### src/rtl/wptr_level_handler_pkg.sv
// ---------------------------------------------------------------------------
// wptr_level_handler_pkg
// Shared definitions for the async-FIFO pointer handlers:
//   PTR_WIDTH_DEF / AFULL_LVL_DEF : default pointer width and almost-full level
//   GRAY_MAX_W                    : widest pointer (PTR_WIDTH=10 plus wrap bit)
//   bin2gray / gray2bin           : width-generic code converters; callers
//                                   zero-extend into gray_word_t and truncate
//                                   the result back to their own width
// ---------------------------------------------------------------------------
package wptr_level_handler_pkg;

  localparam int PTR_WIDTH_DEF = 3;
  localparam int AFULL_LVL_DEF = 6;
  localparam int GRAY_MAX_W    = 11;

  typedef logic [GRAY_MAX_W-1:0] gray_word_t;

  // Zero-extension does not disturb the low bits: the top real bit is
  // XORed with a zero, which is exactly the Gray MSB rule.
  function automatic gray_word_t bin2gray(input gray_word_t b);
    return b ^ (b >> 1);
  endfunction

  function automatic gray_word_t gray2bin(input gray_word_t g);
    gray_word_t b;
    b[GRAY_MAX_W-1] = g[GRAY_MAX_W-1];
    for (int i = GRAY_MAX_W - 2; i >= 0; i--) begin
      b[i] = b[i+1] ^ g[i];
    end
    return b;
  endfunction

endpackage

### src/rtl/wptr_level_handler_gray2bin.sv
// ---------------------------------------------------------------------------
// gray2bin
// Purely combinational Gray-to-binary converter of width W.
//   gray_i : Gray-coded input
//   bin_o  : binary equivalent
// Each binary bit is the XOR of all Gray bits from the MSB down to itself,
// written as independent reductions so there is no ripple dependency
// between output bits.
// ---------------------------------------------------------------------------
module gray2bin
  import wptr_level_handler_pkg::*;
#(
  parameter int W = PTR_WIDTH_DEF + 1
) (
  input  logic [W-1:0] gray_i,
  output logic [W-1:0] bin_o
);

  for (genvar i = 0; i < W; i++) begin : g_bit
    assign bin_o[i] = ^gray_i[W-1:i];
  end

endmodule

### src/rtl/wptr_level_handler.sv
// ---------------------------------------------------------------------------
// wptr_level_handler
// Write-domain half of an asynchronous FIFO: owns the write pointer, derives
// full / almost-full / occupancy against the synchronised read pointer, and
// keeps a sticky overflow flag.
//   wr_clk, wr_rst_n : write clock, asynchronous active-low reset
//   wr_en_i          : write request
//   ovf_clr_i        : clears the sticky overflow flag
//   g_rptr_sync_i    : Gray read pointer already in the wr_clk domain
//   wr_push_o        : combinational RAM write strobe (accepted write)
//   b_wptr_o         : binary write pointer, low PTR_WIDTH bits address RAM
//   g_wptr_o         : Gray write pointer for the read-side synchroniser
//   full_o           : FIFO full
//   almost_full_o    : occupancy >= AFULL_LVL
//   wr_level_o       : write-side occupancy, 0..DEPTH
//   overflow_o       : sticky, write attempted while full
// ---------------------------------------------------------------------------
module wptr_level_handler
  import wptr_level_handler_pkg::*;
#(
  parameter int PTR_WIDTH = PTR_WIDTH_DEF,
  parameter int AFULL_LVL = AFULL_LVL_DEF
) (
  input  logic               wr_clk,
  input  logic               wr_rst_n,
  input  logic               wr_en_i,
  input  logic               ovf_clr_i,
  input  logic [PTR_WIDTH:0] g_rptr_sync_i,
  output logic               wr_push_o,
  output logic [PTR_WIDTH:0] b_wptr_o,
  output logic [PTR_WIDTH:0] g_wptr_o,
  output logic               full_o,
  output logic               almost_full_o,
  output logic [PTR_WIDTH:0] wr_level_o,
  output logic               overflow_o
);

  localparam int W = PTR_WIDTH + 1;
  localparam logic [W-1:0] AFULL_THR = W'(AFULL_LVL);

  logic [W-1:0] b_wptr_q, b_wptr_d;
  logic [W-1:0] g_wptr_q, g_wptr_d;
  logic [W-1:0] level_q, level_d;
  logic         full_q, full_d;
  logic         afull_q, afull_d;
  logic         ovf_q, ovf_d;
  logic [W-1:0] b_rptr_sync;
  logic         push;

  gray2bin #(.W(W)) u_rptr_g2b (
    .gray_i (g_rptr_sync_i),
    .bin_o  (b_rptr_sync)
  );

  // full_q gates the strobe, so a write can never land in an occupied slot;
  // a stale read pointer can only make full_q linger, never clear early.
  assign push = wr_en_i & ~full_q;

  // Next-state evaluation. Full is the classic Gray test: write pointer one
  // lap ahead means the top two Gray bits are inverted and the rest equal.
  // Level uses modular subtraction, so pointer wrap needs no special case.
  always_comb begin
    b_wptr_d = b_wptr_q + W'(push);
    g_wptr_d = W'(bin2gray(GRAY_MAX_W'(b_wptr_d)));
    full_d   = (g_wptr_d == {~g_rptr_sync_i[PTR_WIDTH:PTR_WIDTH-1],
                             g_rptr_sync_i[PTR_WIDTH-2:0]});
    level_d  = b_wptr_d - b_rptr_sync;
    afull_d  = (level_d >= AFULL_THR);
    ovf_d    = ovf_q;
    if (wr_en_i && full_q) begin
      ovf_d = 1'b1;
    end else if (ovf_clr_i) begin
      ovf_d = 1'b0;
    end
  end

  always_ff @(posedge wr_clk or negedge wr_rst_n) begin
    if (!wr_rst_n) begin
      b_wptr_q <= '0;
      g_wptr_q <= '0;
      level_q  <= '0;
      full_q   <= 1'b0;
      afull_q  <= 1'b0;
      ovf_q    <= 1'b0;
    end else begin
      b_wptr_q <= b_wptr_d;
      g_wptr_q <= g_wptr_d;
      level_q  <= level_d;
      full_q   <= full_d;
      afull_q  <= afull_d;
      ovf_q    <= ovf_d;
    end
  end

  assign wr_push_o     = push;
  assign b_wptr_o      = b_wptr_q;
  assign g_wptr_o      = g_wptr_q;
  assign full_o        = full_q;
  assign almost_full_o = afull_q;
  assign wr_level_o    = level_q;
  assign overflow_o    = ovf_q;

endmodule

### config.mk
export PLATFORM = sky130hd
export DESIGN_NAME = wptr_level_handler
export DESIGN_NICKNAME = d
export VERILOG_FILES = /design/src/rtl/wptr_level_handler_pkg.sv /design/src/rtl/wptr_level_handler_gray2bin.sv /design/src/rtl/wptr_level_handler.sv
export SDC_FILE = /design/constraint.sdc
export NUM_CORES = 1
export LEC_CHECK = 0
export BUFFER_PORTS_ARGS = -buffer_cell sky130_fd_sc_hd__buf_2
export CORE_MARGIN = 3
export CORE_UTILIZATION = 51
export DETAILED_ROUTE_END_ITERATION = 8
export HOLD_SLACK_MARGIN = 0.02
export PLACE_DENSITY_LB_ADDON = 0.08
export SLEW_MARGIN = 20
export SYNTH_ARGS = -nofsm -noshare
export SYNTH_HDL_FRONTEND = slang
export SYNTH_SLANG_ARGS = --single-unit
### constraint.sdc
create_clock -name wr_clk -period 2.95 [get_ports wr_clk]
set_input_delay 0 -clock wr_clk [delete_from_list [all_inputs] [get_ports wr_clk]]
set_output_delay 0 -clock wr_clk [all_outputs]
set_load 0.1 [all_outputs]
=== Yosys cells after proc, flatten, opt, wreduce, memory -nomap -nowiden ===
Cells that the tools add are included.

* Equality and inequality tests: 1
* $add $sub $neg: 2
* Reduce and logical (&&, ||, !) cells: 5
* $lt $le $gt $ge: 1
* Bitwise operators: 4
* Muxes and demuxes: 2

{| class="wikitable"
|+ Operators by type and width
! cell !! number
|-
| $add 4x1->4 || 1
|-
| $eq 4x4->1 || 1
|-
| $ge 4x3->1 const B || 1
|-
| $reduce_xor 4->1 || 1
|-
| $sub 4x4->4 || 1
|-
| $xor 4x3->4 || 1
|-
| $reduce_xor 3->1 || 1
|-
| $mux 1 || 2
|-
| $not 2->2 || 1
|-
| $reduce_bool 2->1 || 1
|-
| $reduce_xor 2->1 || 1
|-
| $and 1x1->1 || 1
|-
| $logic_and 1x1->1 || 1
|-
| $not 1->1 || 1
|}

* Output and inout port bits: 16
* Flip-flop bits (word level): 15

=== Depth between registers and ports, before layout ===
* Word-level depth: 5
* Mapped depth: 8
* Depth with buffers taken out: 8

=== Hierarchy ===
Synthesis repeated with hierarchy kept, for this count alone.

* Cell total of the unflattened synthesis: 57
* Area total of the unflattened synthesis: 709.4 um2

{| class="wikitable"
|+ By module, submodules not included
! module !! seq. area each (um2) !! area each (um2) !! cells each !! times used
|-
| wptr_level_handler || 350.3 || 659.4 || 52 || 1
|-
| gray2bin || 0.0 || 50.0 || 5 || 1
|}

=== Least setup slack after synthesis ===
No wires, ideal clock.

* Kind: reg-to-reg
* From: register full_q, in the netlist full_o
* To: register afull_q, in the netlist almost_full_o
* Buffers on the path: 0
* Data required time: 2.818 ns
* Library setup time: 0.132 ns
* Stages on the path, launching flop included: 9
* Clock period less this slack: 3.948 ns
* Path slack: -0.998 ns
* Arrival time: 3.816 ns
* Cell sequence: dfrtp_1 > nor2b_1 > ha_1 > ha_1 > inv_1 > fa_1 > inv_1 > a22oi_1 > o211ai_1

* Cells in the longest elaborated chain, start to end: 5

{| class="wikitable"
|+ Ends and longest elaborated chain
! what !! RTL line !! RTL
|-
| start, declared || wptr_level_handler.sv:44 || <nowiki>logic full_q, full_d;</nowiki>
|-
| start signal, assigned || wptr_level_handler.sv:89 || <nowiki>full_q <= full_d;</nowiki>
|-
| $not 1->1 || wptr_level_handler.sv:57 || <nowiki>assign push = wr_en_i & ~full_q;</nowiki>
|-
| $and 1x1->1 || wptr_level_handler.sv:57 ||
|-
| named net wr_push_o || wptr_level_handler.sv:29 || <nowiki>output logic wr_push_o,</nowiki>
|-
| $add 4x1->4 || wptr_level_handler.sv:63 || <nowiki>b_wptr_d = b_wptr_q + W'(push);</nowiki>
|-
| named net b_wptr_d[1] || wptr_level_handler.sv:41 || <nowiki>logic [W-1:0] b_wptr_q, b_wptr_d;</nowiki>
|-
| $sub 4x4->4 || wptr_level_handler.sv:67 || <nowiki>level_d = b_wptr_d - b_rptr_sync;</nowiki>
|-
| named net level_d[1] || wptr_level_handler.sv:43 || <nowiki>logic [W-1:0] level_q, level_d;</nowiki>
|-
| $ge 4x3->1 || wptr_level_handler.sv:68 || <nowiki>afull_d = (level_d >= AFULL_THR);</nowiki>
|-
| named net afull_d || wptr_level_handler.sv:45 || <nowiki>logic afull_q, afull_d;</nowiki>
|-
| end signal, assigned || wptr_level_handler.sv:90 || <nowiki>afull_q <= afull_d;</nowiki>
|-
| end, declared || wptr_level_handler.sv:45 ||
|}

The timed path passes the listed nets, and every way through them passes these cells.
A chain may end at the register's enable or synchronous reset.

=== Final worst setup path ===
* From: register full_q, in the netlist full_o
* To: register afull_q, in the netlist almost_full_o

* Cells in the longest elaborated chain, start to end: 5

{| class="wikitable"
|+ Ends and longest elaborated chain
! what !! RTL line
|-
| $not 1->1 || wptr_level_handler.sv:57
|-
| $and 1x1->1 || wptr_level_handler.sv:57
|-
| $add 4x1->4 || wptr_level_handler.sv:63
|-
| named net b_wptr_d[1] || wptr_level_handler.sv:41
|-
| $sub 4x4->4 || wptr_level_handler.sv:67
|-
| named net level_d[1] || wptr_level_handler.sv:43
|-
| $ge 4x3->1 || wptr_level_handler.sv:68
|-
| named net afull_d || wptr_level_handler.sv:45
|}

The timed path passes the listed nets, and every way through them passes these cells.

==> results.json <==
{
  "dpl.hpwl_um": 1030,
  "clock_sinks": 14,
  "critPathLaunchType": "flip-flop",
  "gp_congestion": 0.869,
  "rows": 12,
  "whs_endpoint": "full_o",
  "cp.arrival_ns": 2.38,
  "drcViolationCount": 0,
  "hold_depth": 3,
  "io_buffers": 23,
  "grt_max_degree": 15,
  "syn-cell-area_um2": 713,
  "vias": 532,
  "critical_path_class": "flip-flop to flip-flop",
  "cts_tree": "built",
  "ctsLongestPathBuffers": 2,
  "fin_util_pct": 76.0,
  "slew_headroom_pct": 68.2,
  "r2r_setup_slack_ns": 0.74,
  "dp_slack_ns": 0.769,
  "cts_setup_buffers": 0,
  "grt_pass1_vias": 550,
  "final.setup_skew_ns": 0.00678,
  "antenna_found_initial": 0,
  "drtIter0Drc": 7,
  "yosysSeqAreaShare_pct": 49.1,
  "r2r_start": "full_o",
  "die_w_um": 43.4,
  "htree_levels": 1,
  "overflow": 0,
  "clock_latency_ns": 0.28,
  "fin_hold_ws_ns": 0.0585,
  "synth_area_leaders": "dfrtp_1 (49%), xnor2_1 (9.8%), ha_1 (8.8%), xor2_1 (8.6%), inv_1 (4.2%)",
  "ant_nets": 0,
  "root_buffer": "clkbuf_4",
  "synth.avg_cell_area_um2": 11.9,
  "drive_gt1_share_pct": 33.7,
  "yosysTopAreaCell": "dfrtp_1",
  "dieArea_um2": 1880,
  "wl_per_cell_um": 12.9,
  "worstHoldStart": "g_rptr_sync_i[2]",
  "rsz0062_at_grt": "no",
  "r2r-end": "almost_full_o",
  "post-route-period-util_pct": 75.0,
  "synth_cell_types": 21,
  "finalSetupTns_ns": 0,
  "post_cts_resized": 0,
  "syn_to_final_growth_pct": 28.1,
  "setup_viol": 0,
  "fmaxAchievable_mhz": 452,
  "end_kind": "flip-flop",
  "dr.pass1.iters": 5,
  "nets": 104,
  "grt_usage_pct": 16.7,
  "slew_viol_final": 0,
  "hold_viol_final": 0,
  "syn_inst": 60,
  "worstRegToRegCells": 8,
  "layout_setup_ws_ns": 0.739,
  "grt_pass1_wl_um": 2350,
  "max_cap_violations": 0,
  "antennaDiodeCount": 0,
  "cts_buffers": 3,
  "ys_ff_latch": 14,
  "yosys_warnings": 0,
  "worstMarginPinSlew_ns": 0.473,
  "clk_pin_slew_ns": 0.09,
  "totalWireLength_um": 1330,
  "status": "finished clean",
  "cp_max_fo": 6,
  "viasPerCell": 5.17,
  "nFillCells": 93,
  "layout_min_cycle_time_ns": 2.21,
  "hp-class": "input port to flip-flop",
  "die_y_um": 43.4,
  "synth_fp_nets": 74,
  "required_ns": 3.11,
  "io_pins": 24,
  "core-area_um2": 1200,
  "start_util_pct": 59.4,
  "synth_top_area_share_pct": 49.1
}
-- cell families after synthesis --
logic type,synth area share [%]
AND/OR/NAND/NOR,4.39
XOR/XNOR,20.7
flip-flops,49.1
adder cells (fa/ha/maj),11.6
AO/OA/AOI/OAI,8.95
buffers and inverters,5.26
-- through the flow --
stage	area, um2	cells
after CTS	913	103
final	913	103
after floorplan	722	60
after global routing	913	103
after global placement	847	96
after detailed placement	847	96
-- worst max-delay path, stage by stage (launching register included) --
cell      delay, ns
dfrtp_2        0.40
nor2b_4        0.04
ha_1           0.20
ha_1           0.41
inv_1          0.12
fa_1           0.57
inv_1          0.06
a22oi_1        0.21
o211ai_1       0.10
-- layer usage --
metal	global-route usage, %	vias to the layer above	routed length (um)
met5	0	-	0
met4	6.02	0	15
met3	3.73	4	117
met2	27.1	32	652
met1	21.9	244	544
li1	-	252	-
-- cell type report --
| cell class | instances | area (um2) | area share, % |
|---|---|---|---|
| multi-input cells | 37 | 333 | 36.4 |
| repair buffers | 26 | 145 | 15.9 |
| clock buffers | 4 | 36.3 | 3.97 |
| inverters | 8 | 30.0 | 3.29 |
| well taps | 14 | 17.5 | 1.92 |
| flip-flops and latches | 14 | 352 | 38.5 |
-- worst max path at each step --
stage            from             to  slack (ns)  depth (start not counted)
2_1_floorplan  full_o  almost_full_o        0.18                          8
3_3_place_gp   full_o  almost_full_o        0.86                          8
3_5_place_dp   full_o  almost_full_o        0.77                          8
4_1_cts        full_o  almost_full_o        0.76                          8
5_1_grt        full_o  almost_full_o        0.62                          8
6_report       full_o  almost_full_o        0.74                          8
-- timing repair --
item                                   CTS  global route
setup endpoints to repair                0             0
hold buffers                             3             0
endpoints found under the hold margin   15             0
-- cells in the mapped netlist --
cell type  instances
a211o_1            1
xnor2_1            8
o211ai_1           1
fa_1               1
xor2_2             1
and3_1             1
nand2_1            1
a21o_1             1
xor2_1             7
inv_1              8
nor3_1             2
o211a_1            1
o21ai_0            1
buf_4              1
a21boi_0           1
a22oi_1            1
nor2b_1            1
nand3_1            1
a21oi_1            2
dfrtp_1           14
ha_1               5
-- flip-flops by register name, summed over array words and instances, names as in the netlist --
signal and cells:
almost_full_o 1, overflow_o 1, wr_level_o 4, g_wptr_o 3, b_wptr_o 4, full_o 1
-- cells in the final DEF, fill, tap and decap left out --
| cell type | instances |
|---|---|
| a211o_1 | 1 |
| a21boi_0 | 1 |
| a21o_1 | 1 |
| a21oi_1 | 2 |
| a22oi_1 | 1 |
| and3_1 | 1 |
| buf_2 | 23 |
| clkbuf_4 | 3 |
| clkbuf_8 | 1 |
| dfrtp_1 | 13 |
| dfrtp_2 | 1 |
| dlygate4sd3_1 | 3 |
| fa_1 | 1 |
| ha_1 | 5 |
| inv_1 | 8 |
| nand2_1 | 1 |
| nand3_1 | 1 |
| nor2b_4 | 1 |
| nor3_1 | 2 |
| o211a_1 | 1 |
| o211ai_1 | 1 |
| o21ai_0 | 1 |
| xnor2_1 | 8 |
| xor2_1 | 7 |
| xor2_2 | 1 |
Power is not shown: default switching activity piles up to over one toggle a cycle in this logic, so the estimate is an artifact.
